==> src/rtl/mux_arbiter_pkg.sv <==
// Shared definitions for the round-robin mux arbiter and the mux tree it drives.
package mux_arbiter_pkg;

    localparam int DEF_NUM_REQ   = 4;
    localparam int DEF_SEL_WIDTH = 2;
    localparam int DEF_MAX_HOLD  = 8;

    typedef enum logic {
        ARB_IDLE  = 1'b0,
        ARB_OWNED = 1'b1
    } arb_state_t;

    // Hold counter must still have one bit when preemption is disabled.
    function automatic int hold_width(input int max_hold);
        return (max_hold > 0) ? $clog2(max_hold + 1) : 1;
    endfunction

endpackage

==> src/rtl/mux_arbiter_picker.sv <==
// Combinational round-robin search: first set bit of (request & ~exclude)
// starting at ptr and wrapping modulo NUM_REQ.
module rr_priority_picker
    import mux_arbiter_pkg::*;
#(
    parameter int NUM_REQ   = DEF_NUM_REQ,
    parameter int SEL_WIDTH = DEF_SEL_WIDTH
) (
    input  logic [NUM_REQ-1:0]   i_request,
    input  logic [SEL_WIDTH-1:0] i_ptr,
    input  logic [NUM_REQ-1:0]   i_exclude,
    output logic                 o_found,
    output logic [SEL_WIDTH-1:0] o_winner
);

    localparam int SW1 = SEL_WIDTH + 1;

    logic [NUM_REQ-1:0] w_masked;
    logic [SEL_WIDTH:0] w_sum;

    always_comb begin
        o_found  = 1'b0;
        o_winner = '0;
        w_sum    = '0;
        w_masked = i_request & ~i_exclude;
        for (int k = 0; k < NUM_REQ; k++) begin
            // Explicit wrap so non-power-of-two NUM_REQ never indexes past the top.
            w_sum = {1'b0, i_ptr} + SW1'(k);
            if (w_sum >= SW1'(NUM_REQ)) begin
                w_sum = w_sum - SW1'(NUM_REQ);
            end
            if (!o_found && w_masked[w_sum[SEL_WIDTH-1:0]]) begin
                o_found  = 1'b1;
                o_winner = w_sum[SEL_WIDTH-1:0];
            end
        end
    end

endmodule

==> src/rtl/mux_arbiter.sv <==
// Round-robin owner sequencer for a shared mux tree; all outputs registered.
//   state     | meaning
//   ARB_IDLE  | no owner; select holds the last owner's index
//   ARB_OWNED | owner at index select holds the bus, hold counter running
module mux_arbiter
    import mux_arbiter_pkg::*;
#(
    parameter int NUM_REQ   = DEF_NUM_REQ,
    parameter int SEL_WIDTH = DEF_SEL_WIDTH,
    parameter int MAX_HOLD  = DEF_MAX_HOLD
) (
    input  logic                 i_clock,
    input  logic                 i_reset,
    input  logic [NUM_REQ-1:0]   i_request,
    output logic [NUM_REQ-1:0]   o_grant,
    output logic [SEL_WIDTH-1:0] o_select,
    output logic                 o_busy
);

    localparam int                   HOLD_W    = hold_width(MAX_HOLD);
    localparam logic [HOLD_W-1:0]    HOLD_LAST = (MAX_HOLD > 0) ? HOLD_W'(MAX_HOLD - 1) : '0;
    localparam logic [SEL_WIDTH-1:0] LAST_IDX  = SEL_WIDTH'(NUM_REQ - 1);

    arb_state_t           r_state;
    logic [NUM_REQ-1:0]   r_grant;
    logic [SEL_WIDTH-1:0] r_select;
    logic [SEL_WIDTH-1:0] r_ptr;
    logic [HOLD_W-1:0]    r_hold;
    logic                 r_busy;

    arb_state_t           w_state_nxt;
    logic [NUM_REQ-1:0]   w_grant_nxt;
    logic [SEL_WIDTH-1:0] w_select_nxt;
    logic [SEL_WIDTH-1:0] w_ptr_nxt;
    logic [HOLD_W-1:0]    w_hold_nxt;
    logic                 w_busy_nxt;

    logic [NUM_REQ-1:0]   w_owner_mask;
    logic [SEL_WIDTH-1:0] w_ptr_after;
    logic                 w_owner_req;
    logic                 w_others;
    logic                 w_release;
    logic                 w_preempt;
    logic [SEL_WIDTH-1:0] w_pick_ptr;
    logic [NUM_REQ-1:0]   w_pick_excl;
    logic                 w_found;
    logic [SEL_WIDTH-1:0] w_winner;

    assign w_owner_mask = NUM_REQ'(1) << r_select;
    assign w_ptr_after  = (r_select == LAST_IDX) ? '0 : r_select + SEL_WIDTH'(1);
    assign w_owner_req  = i_request[r_select];
    assign w_others     = |(i_request & ~w_owner_mask);
    assign w_release    = (r_state == ARB_OWNED) && !w_owner_req;
    assign w_preempt    = (r_state == ARB_OWNED) && (MAX_HOLD > 0) && (r_hold == HOLD_LAST)
                          && w_owner_req && w_others;

    // While owned, the search always restarts just past the owner and skips it.
    assign w_pick_ptr  = (r_state == ARB_OWNED) ? w_ptr_after : r_ptr;
    assign w_pick_excl = (r_state == ARB_OWNED) ? w_owner_mask : '0;

    rr_priority_picker #(
        .NUM_REQ   (NUM_REQ),
        .SEL_WIDTH (SEL_WIDTH)
    ) u_picker (
        .i_request (i_request),
        .i_ptr     (w_pick_ptr),
        .i_exclude (w_pick_excl),
        .o_found   (w_found),
        .o_winner  (w_winner)
    );

    always_comb begin
        w_state_nxt  = r_state;
        w_grant_nxt  = r_grant;
        w_select_nxt = r_select;
        w_ptr_nxt    = r_ptr;
        w_hold_nxt   = r_hold;
        w_busy_nxt   = r_busy;
        case (r_state)
            ARB_IDLE: begin
                if (w_found) begin
                    w_state_nxt  = ARB_OWNED;
                    w_grant_nxt  = NUM_REQ'(1) << w_winner;
                    w_select_nxt = w_winner;
                    w_busy_nxt   = 1'b1;
                    w_hold_nxt   = '0;
                end
            end
            ARB_OWNED: begin
                if (w_release || w_preempt) begin
                    w_ptr_nxt = w_ptr_after;
                    if (w_found) begin
                        w_grant_nxt  = NUM_REQ'(1) << w_winner;
                        w_select_nxt = w_winner;
                        w_hold_nxt   = '0;
                    end else begin
                        w_state_nxt = ARB_IDLE;
                        w_grant_nxt = '0;
                        w_busy_nxt  = 1'b0;
                    end
                end else if (r_hold != HOLD_LAST) begin
                    w_hold_nxt = r_hold + HOLD_W'(1);
                end
            end
            default: begin
                w_state_nxt = ARB_IDLE;
                w_grant_nxt = '0;
                w_busy_nxt  = 1'b0;
            end
        endcase
    end

    always_ff @(posedge i_clock) begin
        if (i_reset) begin
            r_state  <= ARB_IDLE;
            r_grant  <= '0;
            r_select <= '0;
            r_ptr    <= '0;
            r_hold   <= '0;
            r_busy   <= 1'b0;
        end else begin
            r_state  <= w_state_nxt;
            r_grant  <= w_grant_nxt;
            r_select <= w_select_nxt;
            r_ptr    <= w_ptr_nxt;
            r_hold   <= w_hold_nxt;
            r_busy   <= w_busy_nxt;
        end
    end

    assign o_grant  = r_grant;
    assign o_select = r_select;
    assign o_busy   = r_busy;

endmodule
==> config.mk <==
export PLATFORM = sky130hd
export DESIGN_NAME = mux_arbiter
export DESIGN_NICKNAME = d
export VERILOG_FILES = /design/src/rtl/mux_arbiter_pkg.sv /design/src/rtl/mux_arbiter_picker.sv /design/src/rtl/mux_arbiter.sv
export SDC_FILE = /design/constraint.sdc
export NUM_CORES = 1
export LEC_CHECK = 0
export BUFFER_PORTS_ARGS = -buffer_cell sky130_fd_sc_hd__buf_4
export CAP_MARGIN = 20
export CORE_ASPECT_RATIO = 1.5
export CORE_MARGIN = 2
export CORE_UTILIZATION = 45
export CTS_CLUSTER_SIZE = 28
export DETAILED_ROUTE_END_ITERATION = 8
export GPL_TIMING_DRIVEN = 0
export PLACE_DENSITY = 0.65
export SYNTH_ARGS = -nofsm -noshare
export SYNTH_HDL_FRONTEND = slang
export SYNTH_HIERARCHICAL = 1
export SYNTH_SLANG_ARGS = --single-unit
==> constraint.sdc <==
create_clock -name i_clock -period 2.8 [get_ports i_clock]
set_input_delay 0 -clock i_clock [delete_from_list [all_inputs] [get_ports i_clock]]
set_output_delay 0 -clock i_clock [all_outputs]
set_load 0.005 [all_outputs]
### After elaboration in Yosys (flattened, before gate mapping)

Cells that the tools add are included.

| word-level totals | value |
|---|---|
| register bits | 14 |
| bits of input ports | 6 |
| output and inout port bits | 7 |
| word-level logic and storage cells | 97 |

| cells by class | value |
|---|---|
| add/subtract/negate cells | 9 |
| magnitude comparators | 9 |
| equality and inequality tests | 7 |
| shift operators | 2 |
| multiplexer cells | 43 |
| bitwise operators | 5 |
| reduce and logical (&&, ||, !) cells | 16 |

Operators by type and width:

| operator | count |
|---|---|
| 2-to-1 mux 4 bit | 7 |
| 2-to-1 mux 2 bit | 12 |
| one-hot mux 4 bit (2 select lines) | 2 |
| < comparator 2 x 3 -> 1 bit, second input constant | 5 |
| 2-to-1 mux 1 bit | 14 |
| binary-select mux 1 bit (select 2 bit) | 5 |
| greater-or-equal comparator 3 bit, second input constant | 3 |
| bitwise AND 4 bit | 2 |
| inverter 4 bit | 2 |
| left shift 1 x 2 -> 4 bit, first input constant | 2 |
| subtractor 2 x 1 -> 2 bit, second input constant | 4 |
| logical AND 1 bit | 7 |
| adder 2 x 2 -> 3 bit, second input constant | 2 |
| adder 4 x 1 -> 4 bit, second input constant | 1 |
| equality test 4 x 3 -> 1 bit, second input constant | 1 |
| zero test 1 bit | 4 |
| inequality test 2 x 1 -> 1 bit, second input constant | 2 |
| inequality test 4 x 3 -> 1 bit, second input constant | 1 |
| one-hot mux 1 bit (2 select lines) | 2 |
| one-hot mux 2 bit (2 select lines) | 1 |
| AND reduction 2 bit | 2 |
| OR reduction 4 bit | 1 |
| adder 2 x 1 -> 3 bit, second input constant | 1 |
| greater-or-equal comparator 2 x 3 -> 1 bit, second input constant | 1 |
| 7 further kinds | 7 |

### Logic depth before layout (Yosys ltp)

Gate-level depths: netlist (run 1).

| logic depth | value |
|---|---|
| depth in word-level cells | 21 |
| gate-level depth with buffers | 9 |
| depth with buffers taken out | 9 |

### Hierarchy

Netlist (run 1), hierarchy kept.

Modules (own cells, without submodules):

| module | instances | cells an instance | area an instance (sq um) | seq. area each (sq um) |
|---|---|---|---|---|
| mux_arbiter | 1 | 90 | 804.5 | 280.3 |
| rr_priority_picker | 1 | 15 | 123.9 | 0.0 |

### Worst setup path before layout (run 1)

OpenSTA, ideal clock, no wires.

| path | value |
|---|---|
| path type | register -> register |
| from | register r_select[0] (netlist: o_select[0]) |
| to | register r_grant[2] (netlist: o_grant[2]) |
| setup time | 92 ps |
| arrival | 1871 ps |
| data required time | 2708 ps |
| slack | 837 ps |
| cell stages (with the launch flop) | 8 |
| path buffers | 0 |
| clock period less this slack | 1963 ps |
| cells stage by stage | dfxtp_1 -> inv_1 -> ha_1 -> mux2_2 -> a311oi_2 -> a2bb2oi_2 -> o211ai_1 -> o32ai_1 |

| between the ends | value |
|---|---|
| longest elaborated chain between the ends | 21 |
| elaborated cells between the ends (all ways) | 63 |
| classes of those cells | add/sub: 8; order compare: 4; eq/ne: 3; shift: 2; mux: 29; bitwise: 4; reduce/logical: 13 |

Ends and longest elaborated chain:

| what | line | source |
|---|---|---|
| start: declaration | mux_arbiter.sv:26 | `logic [SEL_WIDTH-1:0] r_select;` |
| start signal: assignment | mux_arbiter.sv:124 | `r_select <= w_select_nxt;` |
| adder 2 x 1 -> 2 bit or equality test 2 bit (tied branches) | mux_arbiter.sv:50 | `assign w_ptr_after = (r_select == LAST_IDX) ? '0 : r_select + SEL_WIDTH'(1);` |
| 2-to-1 mux 2 bit * | mux_arbiter.sv:50 |  |
| net w_ptr_after[1] | mux_arbiter.sv:39 | `logic [SEL_WIDTH-1:0] w_ptr_after;` |
| 2-to-1 mux 2 bit * | mux_arbiter.sv:58 | `assign w_pick_ptr = (r_state == ARB_OWNED) ? w_ptr_after : r_ptr;` |
| net w_pick_ptr[1] | mux_arbiter.sv:44 | `logic [SEL_WIDTH-1:0] w_pick_ptr;` |
| parallel branches: the longest is 13 deep, another holds adder 2 x 1 -> 3 bit | n/a |  |
| 2-to-1 mux 2 bit * | mux_arbiter_picker.sv:32 | `if (!o_found && w_masked[w_sum[SEL_WIDTH-1:0]]) begin` |
| net w_winner[1] | mux_arbiter.sv:47 | `logic [SEL_WIDTH-1:0] w_winner;` |
| left shift 1 x 2 -> 4 bit * | mux_arbiter.sv:83, mux_arbiter.sv:93 |  |
| 2-to-1 mux 4 bit | mux_arbiter.sv:92 | `if (w_found) begin` |
| 2-to-1 mux 4 bit | mux_arbiter.sv:90 | `if (w_release \|\| w_preempt) begin` |
| one-hot mux 4 bit (2 select lines) * | mux_arbiter.sv:79 | `case (r_state)` |
| end signal: assignment | mux_arbiter.sv:123 | `r_grant <= w_grant_nxt;` |
| end: declaration | mux_arbiter.sv:25 | `logic [NUM_REQ-1:0] r_grant;` |

Mark *: on every way through the listed nets, which the timed path passes. The select of a mux whose other input is x is not followed.
A chain may end at the register's enable or synchronous reset.

### Worst setup path after layout (run 1)

Ends and elaborated chain as after synthesis.

==> out/results.tsv, run 1 <==
metric	value	unit
Max Root-Sink Buffers	2	
Final setup viols	0	
area of the die	2450	um2
starting density of the core	47.0	%
vias in the first global route	780	
Crit path required time	2.99	ns
Worst setup EP type	flop	
crit-path max FO	8	
Power Density	578	nW/um2
Post-CTS Setup Bufs	0	
post-DP HPWL	1.62	mm
chip width	41.1	um
Resized cells post-CTS	0	
Vias	829	
H-tree levels	1	
crit path time final	2.25	ns
Post-Syn Instances	105	
Routed Antenna Nets	0	
Lkg Pwr	0.000431	uW
Synth top area share	30.2	%
final-stage net count	133	
Cell Count, Final, Fillers Out	143	
Placed Cells	139	
synth cell count leaders	dfxtp_1 (14), inv_1 (9), nand2_1 (9)	
RSZ-0062 raised after global routing	false	
Final Max Slew Viols	0	
final WL	1.96	mm
CP arrival	2.44	ns
final hold viol count	0	
multi-input logic area	596	um2
syn_nets	116	
ys flop type	dfxtp_1	
clock sink count	14	
outcome	completed	
Avg Cell Area, Syn	8.84	um2
crit start category	flop	
setup total negative slack	0	ns
clk slew on worst S/H paths	0.09	ns
Final period util	80.4	%
row cnt	20	
All-Layer GR Usage	18.8	%
EDFF count, synth	0	
grt total ovfl	0	
Yosys top cell by area	dfxtp_1	
drt first-iter violations	21	
clock skew	0.00244	ns
Final Util	54.7	%
ant diodes	0	
storage element area	280	um2
Die Y	59.6	um
Layout fillers	192	
Max-slew headroom	71.0	%
layout cell share with drive strength beyond 1	24.0	%
clk_lat worst skew	0.28	ns
Pre-antenna DRT Iters	4	
synth unique cells	39	
drc violations	0	
synth-to-layout area growth	16.6	%
Synth Cell Area	928	um2
final RePlAce weighted congestion	0.882	
port bufs	12	
CTS Root Cell	clkbuf_4	
Synth area leaders	dfxtp_1 (30%), ha_1 (6.7%), mux2i_1 (4.3%), inv_1 (3.6%), nand2_1 (3.6%)	
synthesized flop and latch total	14	
Hold Crit Class	input pin to flop	
ys async rst share	0	%
post-DR wirelength/cell	13.7	um
Max Cap Viol	0	
hold_buf cts	0	
worst vdd ir	0.330	mV
antenna violations before repair	0	
most common cell in the netlist	dfxtp_1	
fmax	0.444	GHz
first-pass GRT wire length	3.18	mm
core area	1980	um2
critical path class	flop to flop	
YS warnings	6	
post-synthesis sequential area ratio	30.2	%
largest net degree at the start of global routing	11	
CTS buffer count	3	
I/O pins	13	
worst-margin pin slew	0.434	ns
vias per cell	5.80	
clock tree from TritonCTS	built	
[cells by family after synthesis]
logic type,count (synthesis),share of synthesized area (%)
multiplexers,6,7.95
AND/OR/NAND/NOR,40,25.3
flip-flops,14,30.2
AO/OA/AOI/OAI,26,24.1
buffers and inverters,14,5.66
adder cells (fa/ha/maj),5,6.74
[cell usage in the layout (no fill, tap or decap), types with 4 or more instances in the layout]
master	instances
buf_4	12
dfxtp_1	14
nand2_1	9
nand3_1	6
and2_1	5
nand2b_1	5
mux2i_1	4
inv_1	9
ha_1	5
[power by group]
part / switching, uW / leakage, uW / internal (uW)
Clock: 66.9 / 0.0000210 / 79.0
Sequential: 23.6 / 0.000115 / 224
Combinational: 122 / 0.000296 / 110
[metal layers]
metal	vias up	track usage (%)	routed length (um)
met5	-	0	0
met4	0	8.57	26
met3	4	1.13	55
met2	14	33.0	1060
met1	396	21.6	818
li1	415	-	-
[final timing paths]
check | from | end | slack [ns] | depth (start not counted)
worst max-delay path | o_select[0]$_SDFFE_PP0P_ | o_grant[2]$_SDFFE_PP0P_ | 0.55 | 7
worst min-delay path | i_reset | r_hold[0]$_SDFFE_PP0P_ | 0.01 | 3
worst max register to register | o_select[0]$_SDFFE_PP0P_ | o_grant[2]$_SDFFE_PP0P_ | 0.55 | 7
worst min register to register | o_grant[0]$_SDFFE_PP0P_ | o_grant[0]$_SDFFE_PP0P_ | 0.47 | 2
[registers in the layout, indices dropped and copies added (netlist names)]
name / cells
o_select: 2
r_ptr: 2
o_busy: 1
r_state: 1
o_grant: 4
r_hold: 4
[layout make-up]
cell class,instances,area share (%)
inverter,11,3.82
sequential,14,25.9
clock buffer,4,3.35
buffer,3,1.04
tap,22,2.54
timing repair buffer,12,8.32
multi-input combinational,77,55.0
[critical path, stage by stage, from the launching register on]
cell and delay [ns]:
dfxtp_1 0.51, inv_1 0.13, ha_1 0.33, mux2_2 0.31, a311oi_2 0.23, a2bb2oi_2 0.24, o211ai_1 0.18, o32ai_1 0.24
[metrics by stage]
step	area [um2]	setup WS (ns)	power (uW)	hold slack, ns
after floorplan	928	0.837	412	0.170
after global placement	1050	0.565	481	0.297
after detailed placement	1050	0.527	487	0.305
after CTS	1080	0.518	634	0.00431
after global routing	1080	0.270	672	0.0198
final	1080	0.549	626	0.00957
No activity file was read; power rests on OpenSTA's default activity.
==> inputs of run 2 (changes only) <==
--- a/config.mk
+++ b/config.mk
@@ -13,7 +13,7 @@
 export CTS_CLUSTER_SIZE = 28
 export DETAILED_ROUTE_END_ITERATION = 8
 export GPL_TIMING_DRIVEN = 0
-export PLACE_DENSITY = 0.65
+export PLACE_DENSITY = 0.68
 export SYNTH_ARGS = -nofsm -noshare
 export SYNTH_HDL_FRONTEND = slang
 export SYNTH_HIERARCHICAL = 1
==> constraint.sdc (replaced) <==
create_clock -name i_clock -period 1.8 [get_ports i_clock]
set_input_delay 0 -clock i_clock [delete_from_list [all_inputs] [get_ports i_clock]]
set_output_delay 0 -clock i_clock [all_outputs]
set_load 0.005 [all_outputs]
==> out/results.tsv, run 2 (same netlist as run 1, synthesis figures left out) <==
metric	value	unit
Power Density	882	nW/um2
clk_lat worst skew	0.28	ns
setup total negative slack	-0.156	ns
most common cell after layout, fill and taps aside	buf_4	
CP arrival	2.09	ns
H-tree levels	1	
first-pass GRT wire length	3.48	mm
Hold Crit Class	input pin to flop	
area of the die	2450	um2
final hold viol count	0	
worst vdd ir	0.507	mV
crit start category	flop	
clk slew on worst S/H paths	0.08	ns
most frequent cells in the layout	buf_4 (20), dfxtp_1 (11), nand2_1 (9)	
CTS buffer count	3	
Worst setup EP type	flop	
hold_buf cts	0	
row cnt	20	
crit path time final	1.88	ns
post-DP HPWL	1.60	mm
starting density of the core	47.0	%
Crit path required time	2.01	ns
ant diodes	0	
synth-to-layout area growth	38.5	%
Final period util	104	%
Vias	867	
worst-margin pin slew	0.507	ns
final RePlAce weighted congestion	0.852	
Lkg Pwr	0.000501	uW
clock sink count	14	
Max Cap Viol	0	
Final Power	1130	uW
drc violations	0	
Placed Cells	139	
failing checks	negative setup slack	
Pre-antenna DRT Iters	4	
largest net degree at the start of global routing	11	
core area	1980	um2
port bufs	12	
critical path class	flop to flop	
vias in the first global route	873	
layout cell share with drive strength beyond 1	45.0	%
crit-path max FO	5	
All-Layer GR Usage	20.5	%
clock tree from TritonCTS	built	
fmax	0.532	GHz
outcome	finished, violations left	
I/O pins	13	
final setup margin	-0.0782	ns
dpl ws	-0.225	ns
Routed Antenna Nets	0	
post-DR wirelength/cell	14.7	um
Final Util	65.1	%
vias per cell	5.74	
Final setup viols	3	
antenna violations before repair	0	
Max-slew headroom	66.2	%
Cell Count, Final, Fillers Out	151	
grt total ovfl	0	
clock skew	0.00136	ns
Die Y	59.6	um
Final Max Slew Viols	0	
final WL	2.22	mm
CTS Root Cell	clkbuf_4	
RSZ-0062 raised after global routing	true	
chip width	41.1	um
final-stage net count	141	
Max Root-Sink Buffers	2	
drt first-iter violations	11	
run 2: final timing paths:
kind / to / from / cells past startpoint / slack, ns
hold reg to reg: r_ptr[1]$_SDFFE_PP0P_ / r_ptr[1]$_SDFFE_PP0P_ / 2 / 0.47
setup reg to reg: o_select[1]$_SDFFE_PP0P_ / o_select[1]$_SDFFE_PP0P_ / 8 / -0.08
setup / recovery: o_select[1]$_SDFFE_PP0P_ / o_select[1]$_SDFFE_PP0P_ / 8 / -0.08
hold / removal: r_hold[0]$_SDFFE_PP0P_ / i_reset / 3 / 0.01
run 2: layout make-up:
| cell class | count | area [um2] |
|---|---|---|
| fillers | 162 | 691 |
| well taps | 22 | 27.5 |
| repair buffers | 20 | 150 |
| plain buffers | 3 | 21.3 |
| inverters | 11 | 46.3 |
| flip-flops and latches | 14 | 289 |
| multi-input cells | 77 | 716 |
| clock buffers | 4 | 36.3 |
run 2: layer usage:
layer / up-vias / wire, um / part of all wire [%] / track usage, %
met2: 20 / 1180 / 53 / 35.9
li1: 435 / - / - / -
met4: 0 / 44 / 2.0 / 10.0
met3: 7 / 89 / 4.0 / 3.01
met1: 405 / 910 / 41 / 22.2
met5: - / 0 / 0 / 0
run 2: what timing repair did:
item,4_1_cts,5_1_grt
pin swaps,7,7
setup buffers,6,3
gates resized for setup,12,12
endpoints found under the setup margin,6,12
run 2: worst max-delay path: stages (launching register included):
cell	delay (ns)
dfxtp_4	0.39
inv_4	0.04
ha_4	0.23
mux2_4	0.28
a311oi_2	0.22
a2bb2oi_2	0.20
o211ai_1	0.15
buf_4	0.17
o22ai_2	0.12
run 2: metrics by stage:
step / instance area, um2 / hold slack [ns]
after floorplan: 956 / 0.170
after global placement: 1070 / 0.297
after detailed placement: 1070 / 0.311
after CTS: 1210 / 0.0100
after global routing: 1290 / 0.0134
final: 1290 / 0.0118
run 2: power breakdown:
| part | leakage, uW | internal, uW | switching (uW) | total [uW] |
|---|---|---|---|---|
| Sequential | 0.000116 | 354 | 36.8 | 391 |
| Clock | 0.0000210 | 123 | 103 | 226 |
| Combinational | 0.000364 | 263 | 254 | 517 |
